`src/rtl/snek_pkg.sv`:
```
// Shared encodings for the snake game sequencer: FSM states, heading, grid geometry.
package snek_pkg;

    typedef enum logic [1:0] {
        ST_SPLASH   = 2'd0,
        ST_PLAY     = 2'd1,
        ST_GAMEOVER = 2'd2,
        ST_UNUSED   = 2'd3
    } state_t;

    typedef enum logic [1:0] {
        DIR_LEFT  = 2'd0,
        DIR_RIGHT = 2'd1,
        DIR_UP    = 2'd2,
        DIR_DOWN  = 2'd3
    } dir_t;

    localparam int GRID_H  = 32;
    localparam int COORD_W = $clog2(GRID_H);

    // Opposite headings share the axis bit and differ only in the sign bit.
    function automatic logic is_reverse(input dir_t a, input dir_t b);
        return (a[1] == b[1]) && (a[0] != b[0]);
    endfunction

endpackage

```
`src/rtl/dir_latch.sv`:
```
// Button front end: priority encode into a pending heading, edge detect, and
// commit of the pending heading on a play frame unless it would reverse the snake.
module dir_latch
    import snek_pkg::*;
(
    input  logic       clk,
    input  logic       rst,
    input  logic [3:0] buttons,
    input  logic       frame_tick,
    input  logic       play,
    input  logic       load,
    output logic [1:0] dir,
    output logic       any_edge
);

    logic [3:0] btn_prev;
    dir_t       pend;
    dir_t       dir_q;
    dir_t       sel;

    // buttons = {down, up, left, right}; priority left > right > up > down
    always_comb begin
        sel = pend;
        if (buttons[1])      sel = DIR_LEFT;
        else if (buttons[0]) sel = DIR_RIGHT;
        else if (buttons[2]) sel = DIR_UP;
        else if (buttons[3]) sel = DIR_DOWN;
    end

    assign any_edge = |(buttons & ~btn_prev);
    assign dir      = dir_q;

    always_ff @(posedge clk or posedge rst) begin
        if (rst) begin
            btn_prev <= '0;
            pend     <= DIR_RIGHT;
            dir_q    <= DIR_RIGHT;
        end else begin
            btn_prev <= buttons;
            if (load) begin
                pend  <= DIR_RIGHT;
                dir_q <= DIR_RIGHT;
            end else begin
                pend <= sel;
                if (play && frame_tick && !is_reverse(pend, dir_q))
                    dir_q <= pend;
            end
        end
    end

endmodule

```
`src/rtl/game_sequencer.sv`:
```
// Game-level sequencer for the snake game: splash/play/gameover flow, eat and
// collision handling, score keeping, with all outputs registered.
module game_sequencer
    import snek_pkg::*;
#(
    parameter int SPLASH_FRAMES   = 16,
    parameter int GAMEOVER_FRAMES = 32,
    parameter int GRID_V          = 24
) (
    input  logic               clk,
    input  logic               rst,
    input  logic [3:0]         buttons,
    input  logic               frame_tick,
    input  logic [COORD_W-1:0] head_h,
    input  logic [COORD_W-1:0] head_v,
    input  logic [COORD_W-1:0] food_h,
    input  logic [COORD_W-1:0] food_v,
    input  logic               self_hit,
    output logic [1:0]         state,
    output logic               run,
    output logic [1:0]         dir,
    output logic               grow_flag,
    output logic               new_food_flag,
    output logic               newgame,
    output logic [7:0]         score
);

    localparam int CNT_MAX = (SPLASH_FRAMES > GAMEOVER_FRAMES) ? SPLASH_FRAMES : GAMEOVER_FRAMES;
    localparam int CW      = $clog2(CNT_MAX + 1);

    state_t        st, st_n;
    logic [CW-1:0] cnt, cnt_n;
    logic [7:0]    score_n;
    logic          eat_n;
    logic          enter_play;
    logic          any_edge;
    logic          hit;

    assign hit   = (int'(head_v) >= GRID_V) || self_hit;
    assign state = st;

    dir_latch u_dir_latch (
        .clk        (clk),
        .rst        (rst),
        .buttons    (buttons),
        .frame_tick (frame_tick),
        .play       (st == ST_PLAY),
        .load       (enter_play),
        .dir        (dir),
        .any_edge   (any_edge)
    );

    always_comb begin
        st_n    = st;
        cnt_n   = cnt;
        score_n = score;
        eat_n   = 1'b0;
        case (st)
            ST_SPLASH: begin
                if (frame_tick)
                    cnt_n = cnt + 1'b1;
                if ((frame_tick && cnt == CW'(SPLASH_FRAMES - 1)) || any_edge)
                    st_n = ST_PLAY;
            end
            ST_PLAY: begin
                // a collision wins over an eat on the same frame
                if (frame_tick) begin
                    if (hit) begin
                        st_n = ST_GAMEOVER;
                    end else if (head_h == food_h && head_v == food_v) begin
                        eat_n = 1'b1;
                        if (score != 8'hFF)
                            score_n = score + 8'd1;
                    end
                end
            end
            ST_GAMEOVER: begin
                if (cnt == CW'(GAMEOVER_FRAMES)) begin
                    if (any_edge)
                        st_n = ST_PLAY;
                end else if (frame_tick) begin
                    cnt_n = cnt + 1'b1;
                end
            end
            default: st_n = ST_SPLASH;
        endcase

        enter_play = (st_n == ST_PLAY) && (st != ST_PLAY);
        if (st_n != st)
            cnt_n = '0;
        if (enter_play)
            score_n = '0;
    end

    always_ff @(posedge clk or posedge rst) begin
        if (rst) begin
            st            <= ST_SPLASH;
            cnt           <= '0;
            score         <= '0;
            run           <= 1'b0;
            grow_flag     <= 1'b0;
            new_food_flag <= 1'b0;
            newgame       <= 1'b0;
        end else begin
            st            <= st_n;
            cnt           <= cnt_n;
            score         <= score_n;
            run           <= (st_n == ST_PLAY);
            grow_flag     <= eat_n;
            new_food_flag <= eat_n;
            newgame       <= enter_play;
        end
    end

endmodule

```
`config.mk`:
```
export PLATFORM = sky130hd
export DESIGN_NAME = game_sequencer
export DESIGN_NICKNAME = d
export VERILOG_FILES = /design/src/rtl/snek_pkg.sv /design/src/rtl/dir_latch.sv /design/src/rtl/game_sequencer.sv
export SDC_FILE = /design/constraint.sdc
export NUM_CORES = 1
export LEC_CHECK = 0
export CORE_MARGIN = 1.5
export CORE_UTILIZATION = 50
export DETAILED_ROUTE_END_ITERATION = 7
export HOLD_SLACK_MARGIN = 0.12
export PLACE_DENSITY = 0.94
export SYNTH_ARGS = -nofsm -noshare
export SYNTH_HDL_FRONTEND = slang
export SYNTH_SLANG_ARGS = --single-unit
```
`constraint.sdc`:
```
create_clock -name clk -period 3.2 [get_ports clk]
set_clock_uncertainty 0.2 [all_clocks]
set_input_delay 0.64 -clock clk [delete_from_list [all_inputs] [get_ports clk]]
set_output_delay 0.64 -clock clk [all_outputs]
set_load 0.05 [all_outputs]
```
**Word level (Yosys, flattened, before mapping)**

Cells that the tools add are included.

- Bits in registers: 27
- Output and inout bits: 16
- Word-level logic and storage cells: 75

- $add $sub $neg: 2
- $lt $le $gt $ge: 1
- Equality and inequality tests: 14
- Multiplexer cells: 27
- Bitwise gates (word level): 2
- Reductions and logical operators: 20

Operators with widths:

| cell | number |
|---|---|
| two-way mux 8 bit | 6 |
| two-way mux 2 bit | 12 |
| two-way mux 6 bit | 3 |
| one-hot mux 6 bit (2 select lines) | 1 |
| equality test 5 bit | 2 |
| nonzero test 2 bit | 5 |
| adder 8 x 1 -> 8 bit (second input constant) | 1 |
| != test 8 bit (second input constant) | 1 |
| adder 6 x 1 -> 6 bit (second input constant) | 1 |
| equality test 6 x 4 -> 1 bit (second input constant) | 1 |
| equality test 6 bit (second input constant) | 1 |
| logical AND 1 bit | 6 |
| one-hot mux 2 bit (3 select lines) | 1 |
| >= comparator 5 bit (second input constant) | 1 |
| AND reduction 5 bit | 1 |
| nonzero test 5 bit | 1 |
| bitwise AND 4 bit | 1 |
| equality test 2 x 1 -> 1 bit (second input constant) | 2 |
| two-way mux 1 bit | 4 |
| NOT 4 bit | 1 |
| OR reduction 4 bit | 1 |
| != test 3 bit (second input constant) | 1 |
| nonzero test 3 bit | 1 |
| equality test 2 bit (second input constant) | 1 |
| 9 further kinds | 10 |

**Longest topological paths before layout**

Gate-level depths: netlist (run 1).

- Depth after elaboration: 10
- Mapped depth: 8
- Gate-level depth less buffers: 7

**Modules after synthesis**

Synthesis (run 1) repeated with hierarchy kept, for this count alone.

- Cells, all modules: 145
- Area, all modules: 1437.6 um^2

Modules (own cells, without submodules):

| module | instances | cells each | area each (um^2) | sequential area each (um^2) |
|---|---|---|---|---|
| game_sequencer | 1 | 117 | 1123.6 | 475.5 |
| dir_latch | 1 | 28 | 314.1 | 202.7 |

**Worst setup path after synthesis (run 1)**

No wires, ideal clock.

- Path kind: flip-flop to flip-flop
- Start point: register score[0]
- End point: register score[4]
- Library setup time: 0.077 ns
- Data arrival time: 1.924 ns
- Required time: 2.923 ns
- Path slack: 0.999 ns
- Stages on the path, launching flop included: 7
- Buffers on the path: 1
- Period minus slack after synthesis: 2.201 ns
- Cells stage by stage: dfrtp_1 ha_1 and3_1 and3_1 clkbuf_1 or4_1 a21oi_1

- Cells in the longest elaborated chain, start to end: 7

Ends and longest elaborated chain:

| element | line | RTL |
|---|---|---|
| from (decl) | game_sequencer.sv:25 | `output logic [7:0] score` |
| from (signal assigned) | game_sequencer.sv:107 | `score <= score_n;` |
| adder 8 x 1 -> 8 bit | game_sequencer.sv:73 | `score_n = score + 8'd1;` |
| two-way mux 8 bit | game_sequencer.sv:72 | `if (score != 8'hFF)` |
| two-way mux 8 bit | game_sequencer.sv:70 | `end else if (head_h == food_h && head_v == food_v) begin` |
| two-way mux 8 bit | game_sequencer.sv:68 | `if (hit) begin` |
| two-way mux 8 bit | game_sequencer.sv:67 | `if (frame_tick) begin` |
| two-way mux 8 bit | game_sequencer.sv:58 | `case (st)` |
| two-way mux 8 bit | game_sequencer.sv:91 | `if (enter_play)` |

Several ways; a longest one is shown, not always the timed one. The select of a mux whose other input is x is not followed.
A chain may end at the register's enable or synchronous reset.

**Worst setup path in the final report (run 1)**

- Start point: input port head_v[4]
- End point: register score[4]

- Cells in the longest elaborated chain, start to end: 9

Ends and longest elaborated chain:

| element | line | RTL |
|---|---|---|
| from (decl) | game_sequencer.sv:15 | `input logic [COORD_W-1:0] head_v,` |
| >= comparator 5 bit | game_sequencer.sv:39 | `assign hit = (int'(head_v) >= GRID_V) \|\| self_hit;` |
| logical OR 1 bit | game_sequencer.sv:39 |  |
| two-way mux 2 bit | game_sequencer.sv:68 |  |
| two-way mux 2 bit | game_sequencer.sv:67 |  |
| one-hot mux 2 bit (3 select lines) | game_sequencer.sv:58 |  |
| equality test 2 x 1 -> 1 bit | game_sequencer.sv:88 | `enter_play = (st_n == ST_PLAY) && (st != ST_PLAY);` |
| logical AND 1 bit | game_sequencer.sv:88 |  |
| != test 2 bit (no line) or nonzero test 2 bit (tied branches) | - |  |
| AND reduction 5 bit (no line) | - |  |

Several ways; a longest one is shown, not always the timed one.

==> results_dict.tcl, run 1 <==
set metrics [dict create \
    worstPathCellList "clkdlybuf4s50_1 -> xor2_1 -> nor4_1 -> nand4_1 -> or4_1 -> a21oi_1" \
    crit_slowest_cell "or4_1" \
    fin_tns_setup_ns 0 \
    yosysSeqAreaShare_pct 47.3 \
    synth_area_sq_um 1430 \
    p_leak_uw 0.000835 \
    syn_nets 178 \
    ctsResizeCount 0 \
    drc_errors 0 \
    required_ns 3.25 \
    stdcell_area_sq_um 1920 \
    max_freq_mhz 363 \
    antenna_left 0 \
    worst_slew_pin_slew_ns 0.528 \
    numPortBuffers 43 \
    clkSlewWorstSetupHoldPaths_ns 0.13 \
    utilization_pct 70.1 \
    io_pins 44 \
    r2r_slack_ns 0.83 \
    rsz0062_at_grt "false" \
    cp_max_fo 14 \
    fillers 215 \
    critPathKind "in -> reg" \
    fp.dieArea_sq_um 3200 \
    power.total_uw 964 \
    setup_viol 0 \
    ys_warn_count 0 \
    antenna_found_initial 0 \
    drt_wl_total_microns 3270 \
    end_kind "flop" \
    max_stage_delay_ns 0.67 \
    fp.dieH_microns 56.6 \
    maxSlewHeadroom_pct 64.7 \
    hp-class "reg -> reg" \
    post_cts_buffers 0 \
    placed_area_sq_um 1890 \
    maxCapViolCount 0 \
    initial_core_util_pct 52.4 \
    core_area_sq_um 2730 \
    arrival_ns 2.80 \
    ys_seq_elements 27 \
    vias 1313 \
    syn_inst 147 \
    ir_drop_mv 0.530 \
    hold_viol 0 \
    grt-ovfl-total 0 \
    wl_per_cell_microns 14.7 \
    die_w_microns 56.6 \
    drtPass1Iterations 4 \
    rows 19 \
    grt_usage_pct 22.1 \
    power.density_nw_per_um2 503 \
    synth.distinct_cells 34 \
    syn_area_per_cell_sq_um 9.75 \
    cts.path.max_buffers 2 \
    critPathLaunchType "input pin" \
    fin_crit_sh_pct 86.1 \
    slew_viol_final 0 \
    drive_above_1_share_pct 5.76 \
    holdWs_ns 0.400 \
    dpl.hpwl_microns 2550 \
    drt_iter0_drc 43 \
    cts_buffers 3 \
    viasPerCell 5.91 \
    grt_pass1_wl_microns 5500 \
    grt_pass1_vias 1250 \
    postCtsHoldBufs 0 \
    outcome "finished clean" \
    diodes 0 \
    finalNetCount 223 \
    min_period_ns 2.76 \
    grt_max_degree 28 \
    h-tree-depth 1 \
    clock_latency_ns 0.31 \
    cts_tree "built" \
    root_buffer "clkbuf_4" \
    gp_congestion 0.860 \
    areaGrowthSynthToFinish_pct 33.6 \
    clock-sinks 27 \
]
[critical path: cells and delay by family]
kind                   cells  cell delay [ns]
AND/OR/NAND/NOR            3             1.38
buffers and inverters      1             0.46
AO/OA/AOI/OAI              1             0.15
XOR/XNOR                   1             0.18
[kinds of logic after synthesis]
kind of cell               after synthesis  share of synthesized area (%)
muxes                                    2                           1.40
xor gates and xnor gates                15                           9.16
DFF                                     27                           47.3
buffers and inverters                   12                           3.58
adders and majority gates                3                           2.62
and+or+nand+nor                         59                           23.2
AOI/OAI and AO/OA                       29                           12.7
[cell usage in the layout, fill, tap and decap left out, types with 5 or more instances in the layout]
master            n
nand3_1           7
clkdlybuf4s50_1  43
a21oi_1          11
nor2_1           15
and3_1            8
inv_1             8
nand2_1           5
o31ai_1           5
xor2_1           13
dfrtp_1          25
o21ai_0           6
[state kept, by name (all words and copies together), names as in the netlist]
register	flops
cnt	6
new_food_flag	1
newgame	1
run	1
score	8
state	2
u_dir_latch.btn_prev	4
u_dir_latch.dir	2
u_dir_latch.pend	2
[worst paths after layout]
kind                       cells past startpoint               start                         endpoint
min in group asynchronous                      3                 rst             score[5]$_DFFE_PP0P_
max reg2reg                                    6  cnt[0]$_DFFE_PP0P_             score[6]$_DFFE_PP0P_
max in group asynchronous                      3                 rst  u_dir_latch.pend[0]$_DFFE_PP1P_
min reg2reg                                    2  cnt[3]$_DFFE_PP0P_               cnt[3]$_DFFE_PP0P_
min                                            2  cnt[3]$_DFFE_PP0P_               cnt[3]$_DFFE_PP0P_
max                                            6           head_v[4]             score[4]$_DFFE_PP0P_
[stage by stage]
step,setup WS (ns),instances
finish,0.445,222
global route,0.339,222
CTS,0.479,222
detailed placement,0.130,218
global placement,0.268,218
floorplan,0.999,147
[area by class of cell]
class	instances	area, sq um	share of cell area, %
Sequential cell	27	678	35.4
Timing Repair Buffer	44	438	22.9
Tap cell	31	38.8	2.02
Multi-Input combinational cell	108	704	36.8
Inverter	8	30.0	1.57
Clock buffer	4	26.3	1.37
[power breakdown]
group	switching [uW]	leakage, uW	internal [uW]	total (uW)
clock network	91.4	0.0000150	48.7	140
logic	242	0.000468	148	390
registers	43.3	0.000351	391	434
[Yosys cell counts (all sizes together)]
cell type,instances,area [sq um]
dfrtp,25,626
nor2,15,56.3
xor2,13,114
a21oi,12,63.8
and3,8,50.1
inv,8,30.0
nand3,7,35.0
o21ai,6,30.0
nand2,5,18.8
o31ai,5,37.5
or3,4,26.3
buf,3,17.5
ha,3,37.5
nand2b,3,18.8
nand3b,3,35.0
nand4,3,18.8
nor3,3,20.0
nor4,3,18.8
or4,3,22.5
dfstp,2,52.6
mux2i,2,20.0
nor2b,2,12.5
o211ai,2,15.0
xnor2,2,17.5
a311oi,1,8.76
a31o,1,8.76
clkbuf,1,3.75
o2111ai,1,8.76
o311a,1,10.0
[layer usage]
layer / vias to the layer above / track usage, % / part of all wire [%]
met5: - / 0 / 0
met4: 0 / 10.5 / 2.0
met3: 8 / 4.61 / 7.5
met2: 57 / 36.9 / 49
met1: 632 / 27.3 / 41
li1: 616 / - / -
No activity file was read; power rests on OpenSTA's default activity.
==> run 2, diff against run 1 <==
- SETUP_SLACK_MARGIN: default -> 0.2
==> results of run 2 <==
The final DEF is identical to that of run 1; final timing and power are the same.
==> run 3, diff against run 2 <==
- SLEW_MARGIN: default -> 20
==> results of run 3 <==
The final DEF is identical to that of run 1; final timing and power are the same.
